<file path="config.mk">
export PLATFORM = sky130hd
export DESIGN_NAME = axi_read_arbiter
export DESIGN_NICKNAME = d
export VERILOG_FILES = /design/src/rtl/axi_read_arbiter.sv
export SDC_FILE = /design/constraint.sdc
export NUM_CORES = 1
export LEC_CHECK = 0
export CAP_MARGIN = 20
export CORE_MARGIN = 3
export CORE_UTILIZATION = 32
export CTS_BUF_LIST = sky130_fd_sc_hd__clkbuf_8
export DETAILED_ROUTE_END_ITERATION = 8
export MAX_ROUTING_LAYER = met4
export PLACE_DENSITY = 0.86
export SLEW_MARGIN = 40
export SYNTH_ARGS = -nofsm -noshare
export SYNTH_HDL_FRONTEND = slang
export SYNTH_SLANG_ARGS = --single-unit
</file>
<file path="constraint.sdc">
create_clock -name clk -period 1.6 [get_ports clk]
set_input_delay 0.32 -clock clk [delete_from_list [all_inputs] [get_ports clk]]
set_output_delay 0.32 -clock clk [all_outputs]
set_load 0.05 [all_outputs]
</file>
<file path="src/rtl/axi_read_arbiter.sv">
// Round-robin arbiter sharing one AXI read channel among N_REQ requesters, one burst in flight.
// Latency: grant to m_arvalid 1 cycle; R path combinational; backpressure: owner's req_rready drives m_rready.
module axi_read_arbiter #(
  parameter int N_REQ  = 4,
  parameter int ADDR_W = 32,
  parameter int DATA_W = 32
) (
  input  logic                    clk,
  input  logic                    rst,
  input  logic [N_REQ-1:0]        req_arvalid,
  input  logic [N_REQ*ADDR_W-1:0] req_araddr,
  input  logic [N_REQ*4-1:0]      req_arlen,
  input  logic [N_REQ*3-1:0]      req_arsize,
  output logic [N_REQ-1:0]        req_arready,
  output logic [N_REQ-1:0]        req_rvalid,
  input  logic [N_REQ-1:0]        req_rready,
  output logic [DATA_W-1:0]       req_rdata,
  output logic                    req_rlast,
  output logic [1:0]              req_rresp,
  output logic                    m_arvalid,
  output logic [ADDR_W-1:0]       m_araddr,
  output logic [3:0]              m_arlen,
  output logic [2:0]              m_arsize,
  output logic [3:0]              m_arid,
  output logic [1:0]              m_arburst,
  input  logic                    m_arready,
  input  logic                    m_rvalid,
  input  logic [DATA_W-1:0]       m_rdata,
  input  logic [1:0]              m_rresp,
  input  logic                    m_rlast,
  output logic                    m_rready,
  output logic                    busy,
  output logic                    len_err
);

  localparam int PTR_W = (N_REQ > 1) ? $clog2(N_REQ) : 1;
  localparam logic [PTR_W:0]   N_EXT = (PTR_W+1)'(N_REQ);
  localparam logic [PTR_W-1:0] LAST  = PTR_W'(N_REQ - 1);

  typedef enum logic [1:0] {IDLE, ADDR, DATA} state_t;

  state_t           state;
  logic [PTR_W-1:0] rr_ptr;
  logic [PTR_W-1:0] owner;
  logic [PTR_W-1:0] win;
  logic             win_vld;
  logic [PTR_W:0]   idx;
  logic [3:0]       beat_cnt;

  logic [ADDR_W-1:0] addr_a [N_REQ];
  logic [3:0]        len_a  [N_REQ];
  logic [2:0]        size_a [N_REQ];

  for (genvar g = 0; g < N_REQ; g++) begin : g_unpack
    assign addr_a[g] = req_araddr[g*ADDR_W +: ADDR_W];
    assign len_a[g]  = req_arlen[g*4 +: 4];
    assign size_a[g] = req_arsize[g*3 +: 3];
    assign req_arready[g] = (state == ADDR) && m_arready && (owner == PTR_W'(g));
    assign req_rvalid[g]  = (state == DATA) && m_rvalid && (owner == PTR_W'(g));
  end

  // First asserted requester at or after rr_ptr, wrapping.
  always_comb begin
    win     = '0;
    win_vld = 1'b0;
    idx     = '0;
    for (int k = 0; k < N_REQ; k++) begin
      idx = {1'b0, rr_ptr} + (PTR_W+1)'(k);
      if (idx >= N_EXT) idx = idx - N_EXT;
      if (!win_vld && req_arvalid[idx[PTR_W-1:0]]) begin
        win_vld = 1'b1;
        win     = idx[PTR_W-1:0];
      end
    end
  end

  assign m_rready  = (state == DATA) && req_rready[owner];
  assign req_rdata = m_rdata;
  assign req_rresp = m_rresp;
  assign req_rlast = m_rlast;
  assign m_arid    = 4'd0;
  assign m_arburst = 2'b01;

  always_ff @(posedge clk) begin
    if (rst) begin
      state     <= IDLE;
      rr_ptr    <= '0;
      owner     <= '0;
      m_arvalid <= 1'b0;
      m_araddr  <= '0;
      m_arlen   <= '0;
      m_arsize  <= '0;
      beat_cnt  <= '0;
      busy      <= 1'b0;
      len_err   <= 1'b0;
    end else begin
      case (state)
        IDLE: if (win_vld) begin
          owner     <= win;
          m_araddr  <= addr_a[win];
          m_arlen   <= len_a[win];
          m_arsize  <= size_a[win];
          rr_ptr    <= (win == LAST) ? '0 : win + 1'b1;
          m_arvalid <= 1'b1;
          busy      <= 1'b1;
          state     <= ADDR;
        end
        ADDR: if (m_arready) begin
          m_arvalid <= 1'b0;
          beat_cnt  <= '0;
          state     <= DATA;
        end
        DATA: if (m_rvalid && m_rready) begin
          beat_cnt <= beat_cnt + 4'd1;
          if (m_rlast) begin
            // beat_cnt counts beats before this one, so a full burst ends at arlen.
            if (beat_cnt != m_arlen) len_err <= 1'b1;
            busy  <= 1'b0;
            state <= IDLE;
          end
        end
        default: state <= IDLE;
      endcase
    end
  end

endmodule
</file>
# Yosys cells after proc, flatten, opt, wreduce, memory -nomap -nowiden
# Index checks and enable logic that the tools add are counted.
[word_totals] register_bits=52 in_bits=203 out_inout_bits=92 word_cells=116
[classes] addsub=9 n_lt_le_gt_ge=10 eq_ne=11 n_mux=46 n_bitwise=1 reduce_logical=29
[ops] op="32-bit binary-select mux with 2-bit select" count=1
[ops] op="32-bit 2-to-1 mux" count=2
[ops] op="2-bit 2-to-1 mux" count=13
[ops] op="4-bit 2-to-1 mux" count=4
[ops] op="1-bit logical AND" count=15
[ops] op="2-bit by 3-bit less-than comparator with 1-bit output, second input constant" count=5
[ops] op="1-bit 2-to-1 mux" count=13
[ops] op="3-bit greater-or-equal comparator, second input constant" count=4
[ops] op="4-bit AND reduction" count=3
[ops] op="1-bit binary-select mux with 2-bit select" count=5
[ops] op="4-bit binary-select mux with 2-bit select" count=1
[ops] op="2-bit equality test, second input constant" count=4
[ops] op="4-bit case mux with 2 select lines" count=1
[ops] op="2-bit by 1-bit subtractor with 2-bit output, second input constant" count=4
[ops] op="2-bit by 2-bit adder with 3-bit output, second input constant" count=2
[ops] op="3-bit binary-select mux with 2-bit select" count=1
[ops] op="3-bit 2-to-1 mux" count=2
[ops] op="2-bit != test, second input constant" count=3
[ops] op="2-bit case mux with 3 select lines" count=1
[ops] op="3-bit AND reduction" count=2
[ops] op="2-bit nonzero test" count=3
[ops] op="4-bit by 1-bit adder with 4-bit output, second input constant" count=1
[ops] op="2-bit by 1-bit equality test with 1-bit output, second input constant" count=2
[ops] op="2-bit zero test" count=2
[ops] op="9 further kinds" count=12

# Longest topological paths before layout
# Gate-level depths: netlist of run 1.
[logic_depth] depth_word=18 depth_mapped=8 depth_no_buf=5

# Worst setup path before layout of run 1
# OpenSTA, ideal clock, no wires.
[synth_path] path_kind="reg2out" from="reg state[0]" to="out req_rvalid[0]" t_arrival_ns=1.955 required_time_ns=1.280 path_slack_ns=-0.675 stages_incl_launch_ff=5 n_path_buf=1 path_cell_list="dfxtp_1 clkbuf_1 nor2b_1 nand2_1 nor3_1"
[synth_between] elab_chain_len=3
[synth_lines] item="start: declaration" line_no="42" text="state_t state;"
[synth_lines] item="start signal: assignment" line_no="86" text="state <= IDLE;"
[synth_lines] item="start signal: assignment" line_no="106" text="state <= ADDR;"
[synth_lines] item="start signal: assignment" line_no="111" text="state <= DATA;"
[synth_lines] item="2-bit equality test" line_no="59" text="assign req_rvalid[g] = (state == DATA) && m_rvalid && (owner == PTR_W'(g));"
[synth_lines] item="1-bit logical AND (2 in series)" line_no="59"
[synth_lines] item="end: declaration" line_no="15" text="output logic [N_REQ-1:0] req_rvalid,"
# Every way passes these cells.

# Worst setup path in the final report of run 1
[layout_path] from="reg owner[0]" to="out m_rready"
[layout_between] elab_chain_len=3
[layout_lines] item="start: declaration" line_no="44" text="logic [PTR_W-1:0] owner;"
[layout_lines] item="start signal: assignment" line_no="99" text="owner <= win;"
[layout_lines] item="1-bit binary-select mux with 2-bit select" line_no="77" text="assign m_rready = (state == DATA) && req_rready[owner];"
[layout_lines] item="1-bit 2-to-1 mux (implied by the code)" line_no="77"
[layout_lines] item="1-bit logical AND" line_no="77"
[layout_lines] item="end: declaration" line_no="31" text="output logic m_rready,"
# Every way passes these cells. The select of a mux whose other input is x is not followed.

==> results of run 1 <==
## final cells by class
cell class / instances / area [sq um]
clock buffer: 5 / 68.8
clock inverter: 3 / 42.5
fill: 917 / 4340
inverter: 2 / 7.51
multi-input combinational: 327 / 2670
sequential: 52 / 1060
tap: 143 / 179
timing repair buffer: 295 / 3240
## stage by stage
step	total power, mW	setup TNS, ns
floorplan	3.56	-0.0886
global placement	4.54	-28.99
detailed placement	4.66	-29.15
CTS	5.94	-4.89
global route	6.33	-10.33
finish	6.07	-6.68
## power breakdown
group,total [mW],internal [mW],leakage (nW),switching [mW]
clock network,0.950,0.465,0.0541,0.485
logic,3.47,1.65,2.53,1.82
registers,1.65,1.50,0.431,0.150
## worst max path at each step
stage,to,cells after the start
3_3_place_gp,rr_ptr[0],6
6_report,m_rready,3
3_5_place_dp,m_arsize[0],8
4_1_cts,m_rready,3
2_1_floorplan,req_arready[0],3
5_1_grt,m_rready,3
## repair_timing
action                                  CTS  global route
gates cloned                              6             4
buffers inserted                         18             5
endpoints found under the setup margin   55            57
resized for setup                        63            24
pin swaps                                25            48
## cell usage after synthesis (all sizes together) (2+ instances only)
cell    number  share of area (%)
dfxtp       52                 27
buf         64                 11
mux2i       41                 11
nor4         2               0.87
nor2        19                1.8
conb         2               0.19
a21o        39                7.6
xor2         5                1.1
nor3         4               0.52
a221oi       2               0.45
a21oi        9                1.2
xnor2        2               0.45
or3          2               0.32
or2          3               0.49
nand4       38                6.2
nand2b       6               0.97
o211ai      38                 10
nand3b       3               0.58
nand3        4               0.52
o21ai        3               0.39
nor2b        3               0.49
inv          2               0.19
o31ai       38                7.4
clkbuf      20                1.9
nand2       49                4.8
## routing by layer
metal	up-vias	GRT usage (%)
met2	249	42.5
met3	44	4.70
li1	2121	-
met1	2223	27.4
met5	-	-
met4	0	9.20
## critical path: stages, from the launching register on
cell	delay, ns
sky130_fd_sc_hd__dfxtp_2	0.36
sky130_fd_sc_hd__mux4_2	0.52
sky130_fd_sc_hd__and2_4	0.17
sky130_fd_sc_hd__buf_8	0.14
## cell families after synthesis
| group | share of synthesized area, % |
|---|---|
| AOI/OAI and AO/OA | 28.2 |
| and+or+nand+nor | 18.1 |
| xor gates and xnor gates | 1.59 |
| buffers and inverters | 13.5 |
| adders and majority gates | 0.324 |
| other | 0.194 |
| DFF | 26.9 |
| muxes | 11.2 |
## sequential cells by signal, summed over array words and instances (netlist names)
name / cells
len_err: 1
state: 2
m_arsize: 3
m_arlen: 4
m_araddr: 32
rr_ptr: 2
beat_cnt: 4
busy: 1
owner: 2
m_arvalid: 1
==> results list, run 1 <==
- Post-layout util: 62.6%
- The total count of hold-check failures in the final report was 0.
- The later pin in the worst-skew pair is clocked with a latency of 0.31 ns.
- Highest clock frequency the design can meet: 550 MHz
- Setup skew after layout: 0.00866 ns
- Counting cells, the worst reg-to-reg path comes to 8.
- Synthesis handed over a netlist of 461 instances.
- Clock tree synthesis found a total of 52 sinks.
- Number of iterations in the first detailed-routing pass: 4
- # port buffers: 220
* Detailed-route wire length: ~17 mm
- The final number of max-transition violations came to 0.
- Summed over all nets, the half-perimeter wirelength after detailed placement is 11.8 mm.
- Total of flip-flops plus latches after synthesis: 52
* Clk pin slew, worst setup/hold paths: 0.10 ns
- Reg2reg setup slack: -0.19 ns
- Maximum Capacitance Violations: 0
- Number of synthesized flops with an enable pin: 0
- Critical path class: flip-flop to output port
- Mean area per synthesized cell: 8.38 sq um
- Met3 routed WL: ~1.0 mm
- The clock tree synthesis step divided the H-tree into 2 levels.
- Crit path arrival time: 1.50 ns
- VDD sags by at most around 580 uV.
* Final nets: 887
- Number of distinct library cell variants in the gate-level netlist after synthesis: 42
- Post-synthesis instance area: 3860 sq um
- OpenSTA, run right after detailed placement, puts the worst setup slack at -0.684 ns.
* Outcome: finished, violations left
* Clock period minus worst slack: 1.82 ns
* Most frequent cells in the layout: sky130_fd_sc_hd__clkdlybuf4s50_1 (158), sky130_fd_sc_hd__buf_4 (73), sky130_fd_sc_hd__dfxtp_1 (46)
- Fin crit share: 114%
- Ys async rst share: 0%
* Top-level I/O count: 295
- Diodes inserted: 0
- The floorplan step defined a die boundary enclosing about 13000 sq um.
- Detailed route wirelength on metal2: 9.03 mm
* Total via count in the routed design: about 4600
- Number of global-route vias before repair: 4865
- Worst hold stages: 3
* Class of the tightest hold or removal check: input port to flip-flop
* PwrDens: 834 nW/um^2
- Synth warnings: 0
* Clock tree from TritonCTS: built
* Crit path launch type: flip-flop
- Setup violations remaining at the end of the flow were counted as 50.
- FF-to-FF End: m_araddr[11]
* Sequential-to-total area share from yosys stat: 26.9%
- The count of nets left with antenna violations once routing finished came out at 0.
* Die boundary width: 116 um
- Routability-driven placement finished with a final weighted congestion of approximately 0.88.
* Num CTS Buffers: 5
* Number of rows created at floorplan: 39
* Antenna violations before repair: 0
* Starting density of the core: 33.3%
- Total routing usage reported by global routing: 24.3%
* Setup repair after global routing missed its margin: true
* Routed length per instance: 20.5 um
- In this run the most critical hold path is launched from m_arready.
* Data required, critical path: 1.28 ns
- Crit. End Element: output port
- Number of buffers between clock root and the deepest sink: 2
- The library cell used most frequently in the layout, excluding fill and tap cells, is sky130_fd_sc_hd__clkdlybuf4s50_1.
- Compared with the post-synthesis result, the final layout area differs by 88.1%.
* Ratio of cells with drive above 1 in the final layout: 30.8%
* Leftover overflow at the end of global routing: 0
- Hold is met by ~0.48 ns.
* Maximum number of pins on one net before global-route repair: 39
- The root buffer cell chosen for the clock tree is sky130_fd_sc_hd__clkbuf_8.
- Top FF cell, synth: sky130_fd_sc_hd__dfxtp_1
- Maximum fanout count along the critical path: 2
- Slack of the critical path: -0.218 ns
- Chip height: between 100 and 150 um
- The first global-routing pass estimated 25.0 mm of wire.
- Number of vias per cell after detailed routing: roughly 5.6
- After detailed routing, the number of remaining DRC violations is 0.
- # placed instances: 790
- Post-route insts no fill: 827
- Total of hold buffers inserted after clock tree synthesis: 0
* Top sig layer: met4
- The most critical setup path has its startpoint at owner[0].
- Leak: 3.01 nW
* Detailed-routing wirelength on met1: 6.41 mm
* Drt first-iter violations: roughly 290
- The final reports fail on negative setup slack.
- Critical R2R Launch: rr_ptr[1]
- After routing the design area is 7270 sq um.
- For hold timing, the worst endpoint is state[0].
- The core region is 11600 sq um.
* Total placed instance area: 6470 sq um
Power figures use the tool's default switching activity.
==> run 2: changes to the inputs <==
Settings changed: CORE_UTILIZATION 32 to 31, CTS_BUF_LIST sky130_fd_sc_hd__clkbuf_8 to unset, GPL_TIMING_DRIVEN set to 0, PLACE_DENSITY 0.86 to 0.84.
==> run 2 against run 1 <==
Compared with the run above: the flow still finishes with violations (negative setup slack); clock power rose by 20%; flip-flop and latch count unchanged; non-clock buffer count is 92 higher.
==> results list, run 2 (same netlist as run 1, synthesis figures left out) <==
* Outcome: finished, violations left
* Failing checks: negative setup slack
- Along the worst path, the maximum fanout reaches 2.
* Slew HR: between 60% and 70%
* Final total negative setup slack: -3.84 ns
- Seq pwr share: 24.9%
- The number of antenna violations at the first check in global routing was 0.
- After layout, the worst setup slack is -0.210 ns.
- In the global route stage, overall resource usage came out at 25.2%.
- Remaining design rule violation count: 0
* Leak: 3.49 nW
* Fillers: 966
* Critical R2R Launch: owner[0]
- Die boundary width: 118 um
- Largest registers in the final layout: m_araddr (32), beat_cnt (4), m_arlen (4)
- Actual slew at the worst max-slew pin: ~0.54 ns
* Max reg flops: 32
- Count of nets left with antenna violations after detail routing: 0
- Crit. End Element: output port
- The H-tree was split into 2 levels.
- The area growth from synthesis to layout is 108%.
* Clock Root Buffer: sky130_fd_sc_hd__clkbuf_16
- The share of total power dissipated in the clock network is between 10% and 20%.
* Area of all sequential standard cells: 1060 sq um
* Core Region: 12100 sq um
* Detail Placement HPWL: 12.9 mm
- Number of global-route vias before repair: 5281
- Most common cell after layout, fill and taps aside: sky130_fd_sc_hd__clkdlybuf4s50_1
- Traced cell by cell, the critical path runs through mux4_2 -> and2_4 -> buf_8.
* Clock period minus worst slack: 1.81 ns
- Crit path launch type: flip-flop
- Weighted congestion at the end of routability-driven global placement: 0.815
- Most frequent cells in the layout: sky130_fd_sc_hd__clkdlybuf4s50_1 (191), sky130_fd_sc_hd__buf_4 (73), sky130_fd_sc_hd__dlygate4sd2_1 (47)
- Final setup violating endpoints: 48
* PwrDens: 815 nW/um^2
- The final number of max-transition violations came to 0.
- Buffers inserted during clock tree synthesis total 5.
- Wire length of the first global-routing pass: ~28 mm
- Number of rows created at floorplan: 40
- Along the worst hold path, the cell count comes to 2.
- Clock tree from TritonCTS: built
- In this run the critical register-to-register path is captured at beat_cnt[2].
- Crit path arrival time: 1.49 ns
- During I/O placement, the number of pins put on the boundary was between 200 and 300.
* Maximum vdd ir drop: 452 uV
- The multi-input combinational cells in the finished layout cover a total of 2760 sq um.
* Leftover overflow at the end of global routing: 0
- Ratio of cells with drive above 1 in the final layout: 30.7%
- Fin crit share: 113%
* Worst Hold Slack: 0.412 ns
- Maximum Capacitance Violations: 0
- Final Hold Violating Endpoints: 0
- The longest clock path from root to sink contains 2 buffers.
* Critical path class: flip-flop to output port
* Class of the tightest hold or removal check: input port to flip-flop
* Data required, critical path: 1.28 ns
- Total via count in the routed design: 4941
- Highest clock frequency the design can meet: between 500 and 600 MHz
- Reg2reg setup slack: -0.12 ns
- # port buffers: between 200 and 300
* Number of cells on the worst reg-to-reg path: 7
- Switching power share of the total: 41.7%
- The clock drives 52 sinks.
- Combinational logic is responsible for 57.6% of the overall power.
* Diodes inserted: 0
- The first routing iteration left ~290 violations.
- Between clock sinks in the finished design, the worst skew comes to 0.00955 ns.
- Starting density of the core: between 30% and 40%
- The register with the most flip-flops in the final layout is m_araddr.
- After detailed routing, the average wire length per cell comes to 18.8 um.
- Overall power consumption after layout is estimated at roughly 6.6 mW.
- Clk pin slew, worst setup/hold paths: around 0.08 ns
* Internal power contribution: 3.82 mW
- The die is 118 um tall.
- Setup repair after global routing could not meet its margin everywhere.
- Entering global routing, the biggest net connects 19 pins.
- Delay of the slowest cell on the worst path: around 0.51 ns
- Number of vias per cell after detailed routing: around 5.2
* Hold Startpoint: m_arready
* Final nets: 979
- The final layout contains routed wiring with a total length of 17.7 mm.
* Clock Latency Late Sink: roughly 0.3 ns
* Net switching component of the power: around 2.7 mW
- Area enclosed by the die boundary: 13800 sq um
- Before CTS, the worst setup slack after placement is -1.08 ns.
- Number of iterations in the first detailed-routing pass: 4
- The largest individual stage delay along the critical path comes from the cell sky130_fd_sc_hd__mux4_2.
- The path with the worst hold slack has its endpoint at state[0].
-- run 2: changes by cell type in the layout (fill, tap and decap cells not counted), moves of 7 or more --
| cell | previous run | this run |
|---|---|---|
| sky130_fd_sc_hd__buf_12 | 30 | 8 |
| sky130_fd_sc_hd__buf_6 | 13 | 29 |
| sky130_fd_sc_hd__buf_8 | 1 | 9 |
| sky130_fd_sc_hd__clkdlybuf4s50_1 | 158 | 191 |
| sky130_fd_sc_hd__dlygate4sd2_1 | 9 | 47 |
| sky130_fd_sc_hd__mux2i_1 | 29 | 36 |
| sky130_fd_sc_hd__o31ai_1 | 38 | 24 |
| sky130_fd_sc_hd__o31ai_2 | 0 | 8 |
-- run 2: final cells by class --
class	count	share of cell area, %
tap	168	2.62
sequential	52	13.2
clock inverter	3	0.327
clock buffer	5	1.56
buffer	83	9.42
inverter	2	0.0934
multi-input combinational	327	34.4
timing repair buffer	304	38.4
-- run 2: how the worst max path moves through the flow --
| stage | depth (start not counted) | slack [ns] | to | startpoint |
|---|---|---|---|---|
| floorplan | 3 | -0.06 | req_arready[0] | state[0] |
| global placement | 8 | -1.0 | m_arsize[0] | req_arvalid[2] |
| detailed placement | 8 | -1.08 | m_arsize[0] | req_arvalid[2] |
| CTS | 3 | -0.22 | m_rready | owner[0] |
| global route | 3 | -0.25 | m_rready | owner[0] |
| finish | 3 | -0.21 | m_rready | owner[0] |
-- run 2: what timing repair did --
item | CTS | global route
resized for setup | 280 | 42
buffers inserted | 39 | 3
hold buffers | 0 | 0
endpoints found under the setup margin | 98 | 60
cloned | 7 | 1
pin swaps | 82 | 28
-- run 2: power groups by stage --
stage / clock (mW) / combinational, mW / sequential, mW
finish: 1.14 / 3.78 / 1.63
global route: 1.20 / 3.96 / 1.65
CTS: 1.17 / 3.68 / 1.62
detailed placement: 0 / 3.10 / 1.66
global placement: 0 / 3.03 / 1.65
floorplan: 0 / 1.31 / 2.25
-- run 2: per-stage QoR --
step,std cells,cell area [sq um],utilization (%)
floorplan,465,4000,-
global placement,887,6750,55.8
detailed placement,887,6750,55.8
CTS,941,7890,65.1
global route,944,8040,66.3
finish,944,8040,66.3
-- run 2: critical path, delay by kind of cell, from the launching register on --
family	cells	cell delay (ns)
buf+inv	1	0.14
flops	1	0.37
mux	1	0.51
simple gates	1	0.16
-- run 2: layer usage --
metal	part of all wire (%)	up-vias	global-route usage, %
li1	-	2306	-
met1	38	2357	28.1
met2	53	226	45.2
met3	5.3	52	3.41
met4	4.1	0	10.4
met5	0	-	-
==> run 3: changes to the inputs <==
Settings changed: CTS_CLUSTER_DIAMETER set to 80.
==> results of run 3 <==
The final DEF is identical to that of run 2; final timing and power are the same.
